## config.mk

```make
export PLATFORM = sky130hd
export DESIGN_NAME = kmer_match_2b
export DESIGN_NICKNAME = d
export VERILOG_FILES = /design/src/rtl/sym2b_pkg.sv /design/src/rtl/match_result_fifo.sv /design/src/rtl/kmer_match_2b.sv
export SDC_FILE = /design/constraint.sdc
export NUM_CORES = 1
export LEC_CHECK = 0
export ABC_CLOCK_PERIOD_IN_PS = 4000
export CORE_MARGIN = 2
export CORE_UTILIZATION = 50
export CTS_BUF_LIST = sky130_fd_sc_hd__clkbuf_8
export DETAILED_ROUTE_END_ITERATION = 10
export PLACE_DENSITY = 0.77
export SETUP_SLACK_MARGIN = 0.3
export SYNTH_ARGS = -nofsm -noshare
export SYNTH_HDL_FRONTEND = slang
export SYNTH_HIERARCHICAL = 1
export SYNTH_SLANG_ARGS = --single-unit
```

## constraint.sdc

```tcl
create_clock -name clk -period 4 [get_ports clk]
set_input_delay 0.6 -clock clk [delete_from_list [all_inputs] [get_ports clk]]
set_output_delay 0.6 -clock clk [all_outputs]
set_load 0.05 [all_outputs]
```

## src/rtl/sym2b_pkg.sv

```systemverilog
// Shared definitions for the 2-bit symbol datapath (shifter stage and k-mer matcher).
package sym2b_pkg;
  localparam logic [1:0] SYM_A = 2'b00;
  localparam logic [1:0] SYM_C = 2'b01;
  localparam logic [1:0] SYM_G = 2'b10;
  localparam logic [1:0] SYM_T = 2'b11;

  localparam int POS_W_DEF = 32;

  typedef logic [POS_W_DEF-1:0] pos_t;
endpackage

```

## src/rtl/match_result_fifo.sv

```systemverilog
// Shift-register result FIFO with the head in a flop; push/pop same cycle, 1-cycle pop-to-next.
// A push into a full FIFO without a simultaneous pop is dropped; clr empties it in one edge.
module match_result_fifo
  import sym2b_pkg::*;
#(
  parameter int DEPTH = 4,
  parameter int W     = POS_W_DEF
) (
  input  logic                       clk,
  input  logic                       rst,
  input  logic                       clr,
  input  logic                       push,
  input  logic [W-1:0]               push_dat,
  input  logic                       pop,
  output logic [W-1:0]               head_dat,
  output logic                       head_vld,
  output logic [$clog2(DEPTH+1)-1:0] count
);
  localparam int CNT_W = $clog2(DEPTH+1);

  logic [W-1:0]     ent_q [DEPTH];
  logic [W-1:0]     ent_d [DEPTH];
  logic [CNT_W-1:0] cnt_q, cnt_d, base;
  logic             vld_q;
  logic             pop_ok, push_ok;

  always_comb begin
    pop_ok  = pop && (cnt_q != '0);
    push_ok = push && ((cnt_q != CNT_W'(DEPTH)) || pop_ok);
    ent_d   = ent_q;
    base    = pop_ok ? cnt_q - CNT_W'(1) : cnt_q;
    if (pop_ok) begin
      for (int i = 0; i < DEPTH-1; i++) ent_d[i] = ent_q[i+1];
      ent_d[DEPTH-1] = '0;
    end
    // The new entry lands just above whatever survives the pop.
    if (push_ok) begin
      for (int i = 0; i < DEPTH; i++) begin
        if (CNT_W'(i) == base) ent_d[i] = push_dat;
      end
    end
    cnt_d = base + CNT_W'(push_ok);
    if (clr) begin
      for (int i = 0; i < DEPTH; i++) ent_d[i] = '0;
      cnt_d = '0;
    end
  end

  always_ff @(posedge clk or negedge rst) begin
    if (!rst) begin
      for (int i = 0; i < DEPTH; i++) ent_q[i] <= '0;
      cnt_q <= '0;
      vld_q <= 1'b0;
    end else begin
      ent_q <= ent_d;
      cnt_q <= cnt_d;
      vld_q <= (cnt_d != '0);
    end
  end

  assign head_dat = ent_q[0];
  assign head_vld = vld_q;
  assign count    = cnt_q;
endmodule

```

## src/rtl/kmer_match_2b.sv

```systemverilog
// Sliding K-symbol window compared against a loaded pattern; hit start positions queue 1 cycle later.
// Never back-pressures symbols; sym_ready (registered) throttles the upstream by buffer occupancy.
module kmer_match_2b
  import sym2b_pkg::*;
#(
  parameter int K     = 16,
  parameter int DEPTH = 4,
  parameter int POS_W = POS_W_DEF
) (
  input  logic             clk,
  input  logic             rst,
  input  logic [1:0]       sym_in,
  input  logic             sym_in_valid,
  output logic             sym_ready,
  input  logic [2*K-1:0]   pattern,
  input  logic             pattern_load,
  output logic [POS_W-1:0] match_pos,
  output logic             match_valid,
  input  logic             match_ready,
  output logic [POS_W-1:0] match_count,
  output logic             overflow
);
  localparam int FILL_W = $clog2(K+1);
  localparam int CNT_W  = $clog2(DEPTH+1);

  typedef enum logic {IDLE, RUN} state_t;

  state_t             state_q;
  logic [2*K-1:0]     pat_q, win_q, win_nxt;
  logic [2*K+1:0]     win_cat;
  logic [FILL_W-1:0]  fill_q, fill_nxt;
  logic [POS_W-1:0]   idx_q, count_q, hit_pos;
  logic               ovf_q, ready_q;
  logic               take, hit, pop, full, push_ok;
  logic [CNT_W-1:0]   fifo_cnt, occ_nxt;
  logic               fifo_vld;

  always_comb begin
    win_cat  = {win_q, sym_in};
    win_nxt  = win_cat[2*K-1:0];
    fill_nxt = (fill_q == FILL_W'(K)) ? fill_q : fill_q + FILL_W'(1);
    take     = (state_q == RUN) && sym_in_valid && !pattern_load;
    hit      = take && (fill_nxt == FILL_W'(K)) && (win_nxt == pat_q);
    hit_pos  = idx_q - POS_W'(K-1);
    pop      = fifo_vld && match_ready && !pattern_load;
    full     = (fifo_cnt == CNT_W'(DEPTH));
    push_ok  = hit && (!full || pop);
    // Upstream can still deliver two symbols after sampling sym_ready, so keep two slots spare.
    occ_nxt  = pattern_load ? '0 : fifo_cnt + CNT_W'(push_ok) - CNT_W'(pop);
  end

  always_ff @(posedge clk or negedge rst) begin
    if (!rst) begin
      state_q <= IDLE;
      pat_q   <= '0;
      win_q   <= '0;
      fill_q  <= '0;
      idx_q   <= '0;
      count_q <= '0;
      ovf_q   <= 1'b0;
      ready_q <= 1'b0;
    end else begin
      ready_q <= (occ_nxt <= CNT_W'(DEPTH-2));
      if (pattern_load) begin
        state_q <= RUN;
        pat_q   <= pattern;
        win_q   <= '0;
        fill_q  <= '0;
        idx_q   <= '0;
        count_q <= '0;
        ovf_q   <= 1'b0;
      end else if (take) begin
        win_q  <= win_nxt;
        fill_q <= fill_nxt;
        idx_q  <= idx_q + POS_W'(1);
        if (hit && (count_q != '1)) count_q <= count_q + POS_W'(1);
        if (hit && full && !pop)    ovf_q   <= 1'b1;
      end
    end
  end

  match_result_fifo #(.DEPTH(DEPTH), .W(POS_W)) u_fifo (
    .clk      (clk),
    .rst      (rst),
    .clr      (pattern_load),
    .push     (hit),
    .push_dat (hit_pos),
    .pop      (pop),
    .head_dat (match_pos),
    .head_vld (fifo_vld),
    .count    (fifo_cnt)
  );

  assign match_valid = fifo_vld;
  assign match_count = count_q;
  assign overflow    = ovf_q;
  assign sym_ready   = ready_q;
endmodule

```

==> out/qor.yml, run 1 <==
total_power_mw: 5.409
yosys-top-cells-area: "dfrtp_1 44%, mux2i_1 8.7%, a21boi_0 4.7%"
drt_iter0_drc: 819
fp.dieW_um: 178.5
cp_cell_sequence: "inv_1 -> ha_1 -> nor4bb_2 -> nor4bb_1 -> o2111ai_1 -> inv_1 -> buf_4 -> or4b_1 -> o22a_2 -> buf_4 -> mux2i_1"
layout-drive-gt1-share: 0.09494
grt_pass1_wl_mm: 55.76
synth-seq-cells: 266
worstSkewPairLatency_ns: 0.56
synth_xor_area_frac: 0.05348
gp_congestion: 0.8753
syn_area_per_cell_um2: 9.909
tritoncts: "yes"
ys_seq_area_frac: 0.4371
clock-sinks: 266
fin_skew_ns: 0.02952
ir_drop_v: 0.0002160
final_antenna_net_count: 0
synth_edf_count: 0
via_per_inst: 5.698
crit_arrival_ns: 3.93
io_pins: 106
path_max_fanout: 32
fillers: 2570
fmax_mhz: 282.6
rsz0062_at_grt: "false"
slew_headroom: 0.3774
endpoint_kind: "flip-flop"
via_count: 11226
syn_area_um2: 15230
synthFlopType: "dfrtp_1"
antenna_cells: 0
grt_max_degree: 199
yosys.area_share.simple: 0.1890
critPathMaxStageDelay_ns: 0.52
tightest_slew_ns: 0.9339
cp.required_ns: 4.40
cp-start-kind: "flip-flop"
drt-total-wl_mm: 32.95
cts-htree-levels: 2
muxShareOfSynthArea: 0.1200
cts_buffers: 46
antenna_found_initial: 0
dieArea_um2: 31870
power_density_nw_per_um2: 317.8
worst_hold_path_type: "in2async"
cpMaxStageDelayCell: "dfrtp_1"
core_area_um2: 29800
clockBufferDepth: 3
fin_nets: 1604
yosys_warnings: 6
fin_tns_setup_ns: 0
crit_family: "simple AND/OR/NAND/NOR gates"
drv_cap: 0
io_buffers: 105
cts_root_buf: "clkbuf_8"
yosys.area.top_type: "dfrtp_1"
power.leakage_nw: 8.410
post_drt_wl_per_cell_um: 16.73
grt_pass1_vias: 11169
cts_hold_buf: 0
status: "finished, final reports clean"
synth_top_area_frac: 0.4371
synth_compound_area_frac: 0.1332
timing.final.hold_violations: 0
fin_crit_sh: 0.8846
path_class: "reg2reg"
dr.pass1.iters: 6
area_growth_pct: 11.76
clk_pin_slew_ns: 0.06
synth_cells: 1537
finalCriticalPeriod_ns: 3.539
async_flop_share: 1.000
rows: 63
yosysUniqueCellTypes: 61
drv_slew: 0
synth_fp_nets: 1586
die-height_um: 178.5
gr-total-overflow: 0
synthAdderAreaFrac: 0.008709
remaining_drc_errors: 0
dp_hpwl_mm: 20.03
setup_violations: 0
path_buf_inv: 4
synth_top_family_by_area: "simple AND/OR/NAND/NOR gates"
grt_util_all_layers: 0.2107
start_util: 0.5111
[routing by layer]
| layer | GRT usage | up-vias | wire length [µm] |
|---|---|---|---|
| li1 | - | 5397 | - |
| met1 | 0.2951 | 5529 | 15270 |
| met2 | 0.3391 | 251 | 15600 |
| met3 | 0.03453 | 49 | 1436 |
| met4 | 0.05759 | 0 | 644 |
| met5 | 0 | - | 0 |
[stage by stage]
step,instance area [µm²],setup slack (ns),util,hold WS (ns),cells
after floorplan,15230,0.9054,-,0.3044,1537
after global placement,16170,0.2600,0.5428,0.5079,1897
after detailed placement,16170,0.2073,0.5428,0.5159,1897
after CTS,17010,0.4896,0.5708,0.09851,1970
after global routing,17020,0.3390,0.5712,0.1191,1970
final,17020,0.4615,0.5712,0.09004,1970
[worst reg2reg max path, stage by stage (launching register included)]
cell and delay [ns]:
dfrtp_1 0.52, inv_1 0.08, ha_1 0.32, nor4bb_2 0.37, nor4bb_1 0.33, o2111ai_1 0.25
inv_1 0.12, buf_4 0.16, or4b_1 0.47, o22a_2 0.24, buf_4 0.29, mux2i_1 0.24
[cell usage after synthesis (18+ instances only)]
cell,n
and3_1,105
mux2i_1,132
xnor2_1,38
nor2_1,76
mux2_2,45
buf_4,34
nand2_1,133
nand4_1,29
dfrtp_1,266
a21boi_0,96
a21oi_1,59
o21bai_1,96
nand3_1,31
or3_1,26
clkbuf_1,78
xor2_1,55
nand2b_1,41
nor3_1,18
o21ai_0,22
[registers in the layout, indices dropped and copies added, names as in the netlist, 3 cells and up]
name,flops
pat_q,32
u_fifo/head_dat,32
u_fifo/ent_q,96
fill_q,5
u_fifo/count,3
match_count,32
idx_q,32
win_q,30
[worst paths after layout]
| check | cells past startpoint | to | startpoint | slack (ns) |
|---|---|---|---|---|
| min in group clk | 2 | u_fifo/ent_q[14] | u_fifo/ent_q[14] | 0.52 |
| worst max register to register | 11 | u_fifo/ent_q[0] | fill_q[0] | 0.46 |
| worst max-delay path | 11 | u_fifo/ent_q[0] | fill_q[0] | 0.46 |
| max in group asynchronous | 2 | match_count[13] | rst | 2.89 |
| worst min register to register | 2 | u_fifo/ent_q[14] | u_fifo/ent_q[14] | 0.52 |
| worst min-delay path | 1 | u_fifo/head_dat[31] | rst | 0.09 |
[final cells by class]
cell class              instances  area, µm²  share of cell area
clock buffers                  51      701.9             0.04124
repair buffers                122       1262             0.07417
well taps                     390      488.0             0.02867
inverters                      13      48.80            0.002867
clock inverters                22      132.6            0.007792
multi-input cells            1106       7730              0.4542
flip-flops and latches        266       6656              0.3911
[what timing repair did]
item                       in CTS  in global routing
setup endpoints to repair       0                  6
buffers inserted                0                  0
gates resized for setup         0                  2
[power by group]
group          internal, mW  total [mW]  switching [mW]  leakage [nW]
sequential             2.73        2.77          0.0365          3.63
combinational         0.132       0.323           0.191          4.30
clock                  1.23        2.32            1.09         0.479
total                  4.09        5.41            1.32          8.41
[cell usage in the layout, fill, tap and decap left out, types with 45 or more instances in the layout]
cell | netlist | layout
mux2_2 | 45 | 45
xor2_1 | 55 | 55
nand2_1 | 133 | 133
a21oi_1 | 59 | 58
mux2i_1 | 132 | 132
and3_1 | 105 | 105
clkbuf_8 | 0 | 52
nor2_1 | 76 | 75
a21boi_0 | 96 | 96
o21bai_1 | 96 | 96
dfrtp_1 | 266 | 266
clkdlybuf4s50_1 | 0 | 103
[kinds of logic (layout without fill, tap and decap cells)]
| kind of cell | after synthesis | after routing |
|---|---|---|
| AND/OR/NAND/NOR | 531 | 531 |
| flip-flops | 266 | 266 |
| AO/OA/AOI/OAI | 295 | 295 |
| XOR/XNOR | 93 | 93 |
| adder cells (fa/ha/maj) | 10 | 10 |
| buffers and inverters | 165 | 208 |
| multiplexers | 177 | 177 |
Power figures use the tool's default switching activity.
==> run 2: changes to the inputs <==
--- a/config.mk
+++ b/config.mk
@@ -6,13 +6,16 @@
 export NUM_CORES = 1
 export LEC_CHECK = 0
 export ABC_CLOCK_PERIOD_IN_PS = 4000
+export CAP_MARGIN = 25
 export CORE_MARGIN = 2
 export CORE_UTILIZATION = 50
 export CTS_BUF_LIST = sky130_fd_sc_hd__clkbuf_8
 export DETAILED_ROUTE_END_ITERATION = 10
-export PLACE_DENSITY = 0.77
+export DONT_BUFFER_PORTS = 1
+export PLACE_DENSITY = 0.73
 export SETUP_SLACK_MARGIN = 0.3
 export SYNTH_ARGS = -nofsm -noshare
 export SYNTH_HDL_FRONTEND = slang
 export SYNTH_HIERARCHICAL = 1
 export SYNTH_SLANG_ARGS = --single-unit
+export TNS_END_PERCENT = 5
==> run 2 against run 1 <==
  * The run now ends with hold timing left
  * First-iteration DRC count increased by 2.2%
  * Register-to-register slack improved by 0.07 ns
  * Die area unchanged
  * Wire length decreased by 0.86%
  * Cell count decreased by 5.3%
  * Via count decreased by 2.9%
  * Sequential share of layout area increased by 2.6 points
  * Clock skew increased by 0.0037 ns
  * Largest power group unchanged
  * Highest routed layer unchanged
==> out/qor.yml, run 2 (synthesis gave the netlist of run 1 again) <==
status: "finished, violations left"
violations: "hold timing"
largest_reg_flops: 96  # unchanged
cts_root_buf: "clkbuf_8"
final_antenna_net_count: 0  # unchanged
clk_pin_slew_ns: 0.06  # about the same
layout_commonest_cell: "dfrtp_1"
power_density_nw_per_um2: 336.5  # +5.9%
drt_iter0_drc: 837  # +2.2%
worstSkewPairLatency_ns: 0.57  # about the same
finalCriticalPeriod_ns: 3.473  # -0.06513 ns
clock-sinks: 266  # unchanged
path_max_fanout: 24  # -25%
r2r_slack_ns: 0.53  # +0.07 ns
crit_arrival_ns: 3.89  # -0.04 ns
dieArea_um2: 31870  # unchanged
start_util: 0.5111  # unchanged
fin_crit_sh: 0.8683  # -0.01628
remaining_drc_errors: 0  # unchanged
antenna_found_initial: 0  # unchanged
antenna_cells: 0  # unchanged
fmax_mhz: 287.9  # +1.9%
grt_util_all_layers: 0.2074  # -0.003354
fillers: 2622  # +2.0%
tightest_slew_ns: 1.044  # +0.1098 ns
path_class: "reg2reg"
endpoint_kind: "flip-flop"
drt-total-wl_mm: 32.67  # -0.86%
rows: 63  # unchanged
drv_cap: 0  # unchanged
fin_skew_ns: 0.03327  # +0.003746 ns
rsz0062_at_grt: "false"
worst_hold_path_type: "in2async"
power.leakage_nw: 8.048  # -4.3%
via_count: 10898  # -2.9%
cp-start-kind: "flip-flop"
timing.final.hold_violations: 266  # +266
dr.pass1.iters: 5  # -1
cts_buffers: 46  # unchanged
fin_tns_setup_ns: 0  # unchanged
place_ws_ns: 0.4774  # +0.2700 ns
fin_nets: 1496  # -6.7%
final_cell_mix: "266 x dfrtp_1, 133 x nand2_1, 132 x mux2i_1, 105 x and3_1"
tritoncts: "yes"
grt_pass1_vias: 10859  # -2.8%
clockBufferDepth: 3  # unchanged
setup_slack_ns: 0.5266  # +0.06513 ns
io_pins: 106  # unchanged
timing.hold.ws_ns: -0.2331  # -0.3231 ns
area_growth_pct: 4.888
dp_hpwl_mm: 19.61  # -2.1%
slew_headroom: 0.3035  # -0.07391
final_core_util: 0.5361  # -0.03511
grt_pass1_wl_mm: 54.81  # -1.7%
multi_input_area_um2: 7717  # -0.16%
drv_slew: 0  # unchanged
ir_drop_v: 0.0003050  # +41%
fp.dieW_um: 178.5  # unchanged
core_area_um2: 29800  # unchanged
gp_congestion: 0.8078  # -7.7%
gr-total-overflow: 0  # unchanged
grt_max_degree: 282  # +42%
cp.required_ns: 4.42  # +0.02 ns
post_drt_wl_per_cell_um: 17.51  # +4.7%
cts-htree-levels: 2  # unchanged
ff_latch_area_um2: 6656  # unchanged
setup_violations: 0  # unchanged
io_buffers: 0  # -100%
largest-register: "u_fifo/ent_q"
die-height_um: 178.5  # unchanged
via_per_inst: 5.840  # +2.5%
layout-drive-gt1-share: 0.09892  # +0.003979
## run 2: cell types whose count changed in the layout (fill, tap and decap cells not counted), sizes merged
cell / previous run / this run
buf: 18 / 14
clkbuf: 52 / 55
inv: 27 / 30
clkdlybuf4s50: 103 / 0
clkinvlp: 1 / 0
clkinv: 6 / 4
## run 2: worst max-delay path, cell delays in order, from the launching register on
cell,delay (ns)
dfrtp_1,0.42
xor2_1,0.19
or4_1,0.52
nor4_1,0.36
o2111ai_1,0.28
inv_2,0.21
or4b_1,0.52
o22a_2,0.40
buf_12,0.24
mux2i_1,0.14
## run 2: per-stage QoR
| step | cell area, µm² | power, mW | hold WS [ns] | instances |
|---|---|---|---|---|
| after detailed placement | 15060 | 2.996 | 0.3221 | 1788 |
| after CTS | 15950 | 5.434 | -0.2901 | 1865 |
| after floorplan | 15230 | 2.978 | 0.3044 | 1537 |
| after global placement | 15020 | 2.991 | 0.3207 | 1786 |
| after global routing | 15970 | 5.571 | -0.2826 | 1866 |
| final | 15970 | 5.375 | -0.2331 | 1866 |
## run 2: final cells by class
cell class / instances / area share
clock buffer: 55 / 0.04739
clock inverter: 22 / 0.007911
inverter: 13 / 0.003055
multi-input combinational: 1106 / 0.4831
sequential: 266 / 0.4167
tap: 390 / 0.03055
timing repair buffer: 14 / 0.01128
## run 2: power by group
group	total, mW	internal [mW]	switching, mW
registers	2.76	2.73	0.0340
clock network	2.42	1.31	1.12
logic	0.186	0.0929	0.0931
total	5.37	4.13	1.25
## run 2: metal layers
metal	wire, µm	global-route usage	up-vias
met4	733	0.05420	0
met3	1845	0.04902	65
met5	0	0	-
met2	15410	0.3423	226
li1	-	-	5198
met1	14670	0.2742	5409
## run 2: what timing repair did
item	in CTS	in global routing
setup endpoints to repair	0	40
setup buffers	0	0
resized for setup	0	2
endpoints found under the hold margin	266	266
## run 2: worst paths after layout
kind,cells after the start,start,endpoint
worst max-delay path,9,win_q[13],u_fifo/ent_q[73]
worst min-delay path,0,rst,u_fifo/head_dat[10]
min in group clk,1,pattern_load,win_q[0]
worst min register to register,2,u_fifo/ent_q[22],u_fifo/ent_q[22]
max in group asynchronous,0,rst,match_count[11]
worst max register to register,9,win_q[13],u_fifo/ent_q[73]
